**src/rtl/mem_rr_arbiter_if.sv**
```systemverilog
// Bundle of N parallel decoupled channels of width W.
// A transfer on lane i happens on a clk edge where valid[i] && ready[i]; the
// producer holds data[i] stable while valid[i] is high, ready may depend on valid.
interface mem_rr_arbiter_if #(
    parameter int N = 1,
    parameter int W = 32
) ();
    logic [N-1:0]        valid;
    logic [N-1:0]        ready;
    logic [N-1:0][W-1:0] data;

    modport master (output valid, output data, input ready);
    modport slave  (input valid, input data, output ready);
endinterface

```
**src/rtl/mem_rr_arbiter.sv**
```systemverilog
// Round-robin arbiter sharing one memory slave among CNT masters, with per-master
// credit limits and an in-order route FIFO steering responses back to the issuer.
module mem_rr_arbiter #(
    parameter int CNT             = 2,
    parameter int ADDR_WIDTH      = 32,
    parameter int DATA_WIDTH      = 32,
    parameter int QUEUE_DEPTH     = 4,
    parameter int MAX_OUTSTANDING = 2,
    localparam int IDXW           = (CNT > 1) ? $clog2(CNT) : 1
) (
    input  logic              clk,
    input  logic              rst,
    mem_rr_arbiter_if.slave   master_req,
    mem_rr_arbiter_if.master  master_resp,
    mem_rr_arbiter_if.master  slave_req,
    mem_rr_arbiter_if.slave   slave_resp,
    output logic [IDXW-1:0]   grant_idx,
    output logic              busy
);
    localparam int CW = $clog2(MAX_OUTSTANDING + 1);
    localparam int PW = (QUEUE_DEPTH > 1) ? $clog2(QUEUE_DEPTH) : 1;
    localparam int QW = $clog2(QUEUE_DEPTH + 1);

    logic [IDXW-1:0]       last;
    logic [IDXW-1:0]       sel;
    logic [IDXW-1:0]       head;
    logic [CW-1:0]         outstanding [CNT];
    logic [IDXW-1:0]       route_q [QUEUE_DEPTH];
    logic [PW-1:0]         wr_ptr;
    logic [PW-1:0]         rd_ptr;
    logic [QW-1:0]         count;
    logic [CNT-1:0]        elig;
    logic                  fifo_full;
    logic                  fifo_empty;
    logic                  issue;
    logic                  retire;
    logic [ADDR_WIDTH-1:0] req_data;
    logic [DATA_WIDTH-1:0] resp_data;

    function automatic logic [PW-1:0] next_ptr(input logic [PW-1:0] p);
        return (p == PW'(QUEUE_DEPTH - 1)) ? '0 : p + PW'(1);
    endfunction

    always_comb begin
        for (int i = 0; i < CNT; i++) begin
            elig[i] = master_req.valid[i] && (outstanding[i] < CW'(MAX_OUTSTANDING));
        end
    end

    // Scan starts just after the last winner, so the previous winner is checked last.
    always_comb begin
        logic            found;
        logic [IDXW-1:0] idx;
        sel   = '0;
        found = 1'b0;
        idx   = '0;
        for (int k = 1; k <= CNT; k++) begin
            idx = IDXW'((int'(last) + k) % CNT);
            if (!found && elig[idx]) begin
                sel   = idx;
                found = 1'b1;
            end
        end
    end

    always_comb begin
        fifo_empty          = (count == '0);
        fifo_full           = (count == QW'(QUEUE_DEPTH));
        head                = route_q[rd_ptr];
        req_data            = master_req.data[sel];
        resp_data           = slave_resp.data[0];
        slave_req.valid[0]  = (|elig) && !fifo_full && !rst;
        slave_req.data[0]   = req_data;
        issue               = slave_req.valid[0] && slave_req.ready[0];
        slave_resp.ready[0] = master_resp.ready[head] && !fifo_empty && !rst;
        retire              = slave_resp.valid[0] && slave_resp.ready[0];
        for (int i = 0; i < CNT; i++) begin
            master_req.ready[i]  = issue && (sel == IDXW'(i));
            master_resp.valid[i] = slave_resp.valid[0] && !fifo_empty && !rst && (head == IDXW'(i));
            master_resp.data[i]  = resp_data;
        end
        grant_idx = sel;
        busy      = !fifo_empty;
    end

    always_ff @(posedge clk) begin
        if (rst) begin
            last   <= IDXW'(CNT - 1);
            wr_ptr <= '0;
            rd_ptr <= '0;
            count  <= '0;
            for (int i = 0; i < CNT; i++) begin
                outstanding[i] <= '0;
            end
        end else begin
            if (issue) begin
                last   <= sel;
                wr_ptr <= next_ptr(wr_ptr);
            end
            if (retire) begin
                rd_ptr <= next_ptr(rd_ptr);
            end
            if (issue && !retire) begin
                count <= count + QW'(1);
            end else if (!issue && retire) begin
                count <= count - QW'(1);
            end
            // Issue and retire on the same master in one cycle cancel out.
            for (int i = 0; i < CNT; i++) begin
                if ((issue && sel == IDXW'(i)) && !(retire && head == IDXW'(i))) begin
                    outstanding[i] <= outstanding[i] + CW'(1);
                end else if (!(issue && sel == IDXW'(i)) && (retire && head == IDXW'(i))) begin
                    outstanding[i] <= outstanding[i] - CW'(1);
                end
            end
        end
    end

    always_ff @(posedge clk) begin
        if (issue) begin
            route_q[wr_ptr] <= sel;
        end
    end
endmodule

```
**src/flat_wrapper.sv**
```systemverilog
// flat-port wrapper written by rule: the top's interface ports become plain ports
module mem_rr_arbiter_flat 
#(
    parameter int CNT             = 2,
    parameter int ADDR_WIDTH      = 32,
    parameter int DATA_WIDTH      = 32,
    parameter int QUEUE_DEPTH     = 4,
    parameter int MAX_OUTSTANDING = 2,
    localparam int IDXW           = (CNT > 1) ? $clog2(CNT) : 1
)
  (clk, rst, grant_idx, busy, master_req_valid, master_req_data, master_req_ready, master_resp_valid, master_resp_data, master_resp_ready, slave_req_valid, slave_req_data, slave_req_ready, slave_resp_valid, slave_resp_data, slave_resp_ready);
  mem_rr_arbiter_if #(.N(2), .W((32))) master_req_i ();
  mem_rr_arbiter_if #(.N(2), .W((32))) master_resp_i ();
  mem_rr_arbiter_if #(.N(1), .W((32))) slave_req_i ();
  mem_rr_arbiter_if #(.N(1), .W((32))) slave_resp_i ();
  input  logic clk;
  input  logic rst;
  output logic [IDXW-1:0] grant_idx;
  output logic busy;
  input wire logic [$bits(master_req_i.valid)-1:0] master_req_valid;
  input wire logic [$bits(master_req_i.data)-1:0] master_req_data;
  output wire logic [$bits(master_req_i.ready)-1:0] master_req_ready;
  output wire logic [$bits(master_resp_i.valid)-1:0] master_resp_valid;
  output wire logic [$bits(master_resp_i.data)-1:0] master_resp_data;
  input wire logic [$bits(master_resp_i.ready)-1:0] master_resp_ready;
  output wire logic [$bits(slave_req_i.valid)-1:0] slave_req_valid;
  output wire logic [$bits(slave_req_i.data)-1:0] slave_req_data;
  input wire logic [$bits(slave_req_i.ready)-1:0] slave_req_ready;
  input wire logic [$bits(slave_resp_i.valid)-1:0] slave_resp_valid;
  input wire logic [$bits(slave_resp_i.data)-1:0] slave_resp_data;
  output wire logic [$bits(slave_resp_i.ready)-1:0] slave_resp_ready;
  assign master_req_i.valid = master_req_valid;
  assign master_req_i.data = master_req_data;
  assign master_req_ready = master_req_i.ready;
  assign master_resp_valid = master_resp_i.valid;
  assign master_resp_data = master_resp_i.data;
  assign master_resp_i.ready = master_resp_ready;
  assign slave_req_valid = slave_req_i.valid;
  assign slave_req_data = slave_req_i.data;
  assign slave_req_i.ready = slave_req_ready;
  assign slave_resp_i.valid = slave_resp_valid;
  assign slave_resp_i.data = slave_resp_data;
  assign slave_resp_ready = slave_resp_i.ready;
  mem_rr_arbiter #(.CNT(CNT), .ADDR_WIDTH(ADDR_WIDTH), .DATA_WIDTH(DATA_WIDTH), .QUEUE_DEPTH(QUEUE_DEPTH), .MAX_OUTSTANDING(MAX_OUTSTANDING)) u_core (.clk(clk), .rst(rst), .master_req(master_req_i), .master_resp(master_resp_i), .slave_req(slave_req_i), .slave_resp(slave_resp_i), .grant_idx(grant_idx), .busy(busy));
endmodule
```
**config.mk**
```make
export PLATFORM = sky130hd
export DESIGN_NAME = mem_rr_arbiter_flat
export DESIGN_NICKNAME = d
export VERILOG_FILES = /design/src/rtl/mem_rr_arbiter_if.sv /design/src/rtl/mem_rr_arbiter.sv /design/src/flat_wrapper.sv
export SDC_FILE = /design/constraint.sdc
export NUM_CORES = 1
export LEC_CHECK = 0
export CORE_ASPECT_RATIO = 1.75
export CORE_MARGIN = 2
export CORE_UTILIZATION = 29
export CTS_CLUSTER_DIAMETER = 50
export DETAILED_ROUTE_END_ITERATION = 16
export PLACE_DENSITY_LB_ADDON = 0.08
export SETUP_SLACK_MARGIN = 0.1
export SYNTH_ARGS = -nofsm -noshare
export SYNTH_HDL_FRONTEND = slang
export SYNTH_SLANG_ARGS = --single-unit
export TNS_END_PERCENT = 30
```
**constraint.sdc**
```tcl
create_clock -name clk -period 3 [get_ports clk]
set_clock_uncertainty 0.1 [all_clocks]
set_input_delay 0.3 -clock clk [delete_from_list [all_inputs] [get_ports clk]]
set_output_delay 0.3 -clock clk [all_outputs]
set_load 0.02 [all_outputs]
```
; Word level (Yosys, flattened, before mapping)
; Memories as Yosys holds them, arrays and structs flattened. A register that Yosys moved wholly into a read port is not among the register bits.
; Index checks and enable logic that the tools add are counted.
[totals]
mem_bits_rw = 8
regBits = 8
word_cells = 106
output_inout_bits = 104
memories = 2
[classes]
order_cmp = 6
muxes = 39
eq_ne = 3
n_reduce_logical = 36
n_addsub = 10
bitwise_logic = 6
[memory_table]
columns = name, words, width, rd, rd_clocked_by_memory_dff, wr, line_no
row1 = u_core.outstanding, 2, 2, 2, 0, 2, mem_rr_arbiter.sv:27  ; logic [CW-1:0] outstanding [CNT];
row2 = u_core.route_q, 4, 1, 1, 1, 1, mem_rr_arbiter.sv:28  ; logic [IDXW-1:0] route_q [QUEUE_DEPTH];
[op_table]
columns = cell, n
row1 = 32-bit 2-to-1 mux, 2
row2 = 1-bit 2-to-1 mux, 27
row3 = 1-bit logical AND, 23
row4 = 2-bit 2-to-1 mux, 8
row5 = 1-bit zero test, 10
row6 = "2-bit by 1-bit adder with 2-bit output, second input constant", 4
row7 = "1-bit by 2-bit < comparator with 1-bit output, second input constant", 4
row8 = 3-bit 2-to-1 mux, 2
row9 = "2-bit == test, second input constant", 2
row10 = "2-bit < comparator, second input constant", 2
row11 = 1-bit OR, 4
row12 = "2-bit by 1-bit subtractor with 2-bit output, second input constant", 2
row13 = "3-bit by 1-bit adder with 3-bit output, second input constant", 1
row14 = "3-bit == test, second input constant", 1
row15 = 3-bit zero test, 1
row16 = "3-bit by 1-bit subtractor with 3-bit output, second input constant", 1
row17 = "1-bit adder, second input constant", 2
row18 = 1-bit NOT, 2
row19 = 2-bit nonzero test, 1
row20 = 2-bit OR reduction, 1

; Depth between registers and ports, before layout
[logic_depth]
depth_word = 17
depth_mapped = 10
ltp_nobuf = 10

; Least setup slack after synthesis
; OpenSTA, ideal clock, no wires.
[synth_timing]
kind = register to register
from = reg with a tool-made name
to = reg u_core.count[2]
path_stages_with_launch = 10
setup_ns = 0.070
required_ns = 2.830
n_path_buf = 0
setup_slack_ns = 0.413
arrival_ns = 2.417
path_cell_list = dfxtp_1 mux4_2 mux2i_1 or2_1 ha_1 inv_1 fa_1 xor2_1 or3_1 a21oi_1
[synth_rtl]
columns = item, line_no
row1 = to (signal assigned), mem_rr_arbiter.sv:104  ; count <= count + QW'(1);
row2 = to (signal assigned), mem_rr_arbiter.sv:106  ; count <= count - QW'(1);
row3 = to (decl), mem_rr_arbiter.sv:31  ; logic [QW-1:0] count;

==> results.toml <==
[sta]
worst_hold_slack_ns = 0.366
setup_viol = 0
finalCriticalPeriod_ns = 2.68
tightest_slew_ns = 0.432
final-max-slew-violation-count = 0
finalSetupTns_ns = 0
relSlewSlack_pct = 71.1
period_share_pct = 89.4
fmax_ghz = 0.373
hold_viol_final = 0
rsz0062_at_grt = "no"

[status]
outcome = "complete, no violations"

[layout]
final_cell_area_mm2 = 0.00279
drive_above_1_share_pct = 6.67
post-route-util_pct = 43.0
final_nets = 427
syn_to_final_growth_pct = 43.7
antenna_cells = 0
n_fill_cell = 646

[power_and_ir_drop]
p_per_area_mw_per_mm2 = 384
peakVddDrop_uv = 185
leakagePower_nw = 1.20

[floorplanning]
fp.dieW_um = 65.9
core.rowCount = 39
dieArea_mm2 = 0.00739
start_util_pct = 29.9
die_h_um = 112
pin_count = 208
core-area_mm2 = 0.00649

[worst_setup_path]
arrival_ns = 2.77
endpoint_kind = "register"
crit_slowest_cell = "mux4_2"
cp.required_ns = 3.08
worstPathMaxFanout = 4
path_cells = "mux4_2 -> mux2i_1 -> or2_1 -> ha_1 -> inv_1 -> fa_1 -> xor2_1 -> or3_1 -> a21oi_1"
reg2reg_depth = 9
cp.depth = 9
critPathTopFamily = "multiplexers"
path_buf_inv = 1
path_class = "reg2reg"
r2r_slack_ns = 0.32
start_kind = "register"
cp_slowest_stage_delay_ns = 0.50

[logic_synthesis]
syn-instance-count = 267
yosys_warnings = 0
synth_top_cell_area_share_pct = 25.1
ys.flop_type = "dfxtp_1"
async_flop_share_pct = 0
synth-seq-cells = 18
yosys-top-cells-area = "buf_4 25%, nand2_1 19%, edfxtp_1 12%, dfxtp_1 10%, ha_1 3.9%"
avgSynthCellArea_um2 = 7.27
netlist_area_mm2 = 0.00194
synthMostInstantiatedCell = "nand2_1"
synth_common_cells = "100 x nand2_1, 65 x buf_4, 10 x dfxtp_1"
ys_types = 47
ys_seq_area_share_pct = 22.7
yosys.area.top_type = "buf_4"
synth_enable_flop_cells = 8
syn_nets = 378

[drt]
first_pass_iters = 4
wl_per_cell_um = 13.8
route.detailed.drc = 0
drtIter0Drc = 34
vias = 1770
via_per_inst = 4.46
ant_nets = 0
wirelength_um = 5480

[grt]
grt_pass1_wl_um = 8510
grt_usage_pct = 14.9
grt_overflow = 0
grt_max_degree = 37
grt_pass1_vias = 1873
antenna_found_initial = 0

[run]
maxCapViolCount = 0

[clock_network]
cts_resized = 0
cts_hold_buf = 0
clk_pin_slew_ns = 0.05
ctsHtreeMaxLevel = 1
numCtsBuffers = 3
cts_tree = "done"
clock_sinks = 18
postCtsSetupBuffers = 0
cts-root-buf = "clkbuf_16"
clock_path_buffers = 2
clock_latency_ns = 0.25

[placed_design]
post-dp-hpwl_um = 4600
io_buffers = 111
gp_congestion = 0.779
place_area_mm2 = 0.00270

[worst_hold_path]
hold_class = "reg2reg"
holdPathStages = 1
metrics by stage:
stage                     setup slack (ns)  total power, mW  instances
after floorplan                      0.413            0.655        267
after CTS                            0.286             1.08        397
after detailed placement             0.271            0.788        393
after global routing                 0.153             1.13        397
after global placement               0.296            0.789        393
final                                0.317             1.07        397
worst paths after layout:
path | start | end
worst min register to register | u_core.last | u_core.last
worst max-delay path | u_core.route_q[3] | u_core.count[2]
worst min-delay path | u_core.last | u_core.last
worst max register to register | u_core.route_q[3] | u_core.count[2]
cell families (layout without fill, tap and decap cells):
logic type | after synthesis | count (layout) | synth area share, %
AND/OR/NAND/NOR | 130 | 130 | 30.2
buffers and inverters | 82 | 130 | 29.1
AO/OA/AOI/OAI | 22 | 22 | 8.51
flip-flops | 18 | 18 | 22.7
adder cells (fa/ha/maj) | 7 | 7 | 4.90
XOR/XNOR | 4 | 4 | 1.80
multiplexers | 4 | 4 | 2.77
where the power goes:
group | switching [mW] | leakage [nW] | total [mW] | internal, mW
clock | 0.0905 | 0.0442 | 0.293 | 0.203
sequential | 0.0159 | 0.160 | 0.291 | 0.275
combinational | 0.232 | 0.994 | 0.487 | 0.255
per-layer routing:
metal  global-route usage (%)  wire length, um  part of all wire (%)  vias up
li1                         -                -                     -      884
met4                     6.81              150                   2.7        0
met2                     29.6             3110                    57      106
met5                        0                0                     0        -
met3                     4.11              558                    10       19
met1                     12.8             1660                    30      761
cell type report:
class                           instances  area [um^2]  area share, %
Timing Repair Buffer                  119         1200           42.9
Multi-Input combinational cell        167          936           33.5
Sequential cell                        18          440           15.8
Tap cell                               82          103           3.68
Clock buffer                            4         88.8           3.18
Inverter                                7         26.3          0.942
worst reg2reg max path: cells and delay by family (launching register included):
family | cells | cell delay [ns]
simple gates | 2 | 0.49
flops | 1 | 0.35
mux | 2 | 0.75
xor+xnor | 1 | 0.16
buf+inv | 1 | 0.06
compound gates | 1 | 0.14
fa+ha+maj | 2 | 0.57
layout by cell type, fill, tap and decap left out, types with 4 or more instances in the layout:
cell / n
and2_1: 4
buf_4: 6
a21oi_1: 5
nand2_1: 100
dfxtp_1: 10
inv_1: 6
ha_1: 6
clkdlybuf4s50_1: 111
nor2_1: 7
edfxtp_1: 8
(Power assumes the default switching activity.)
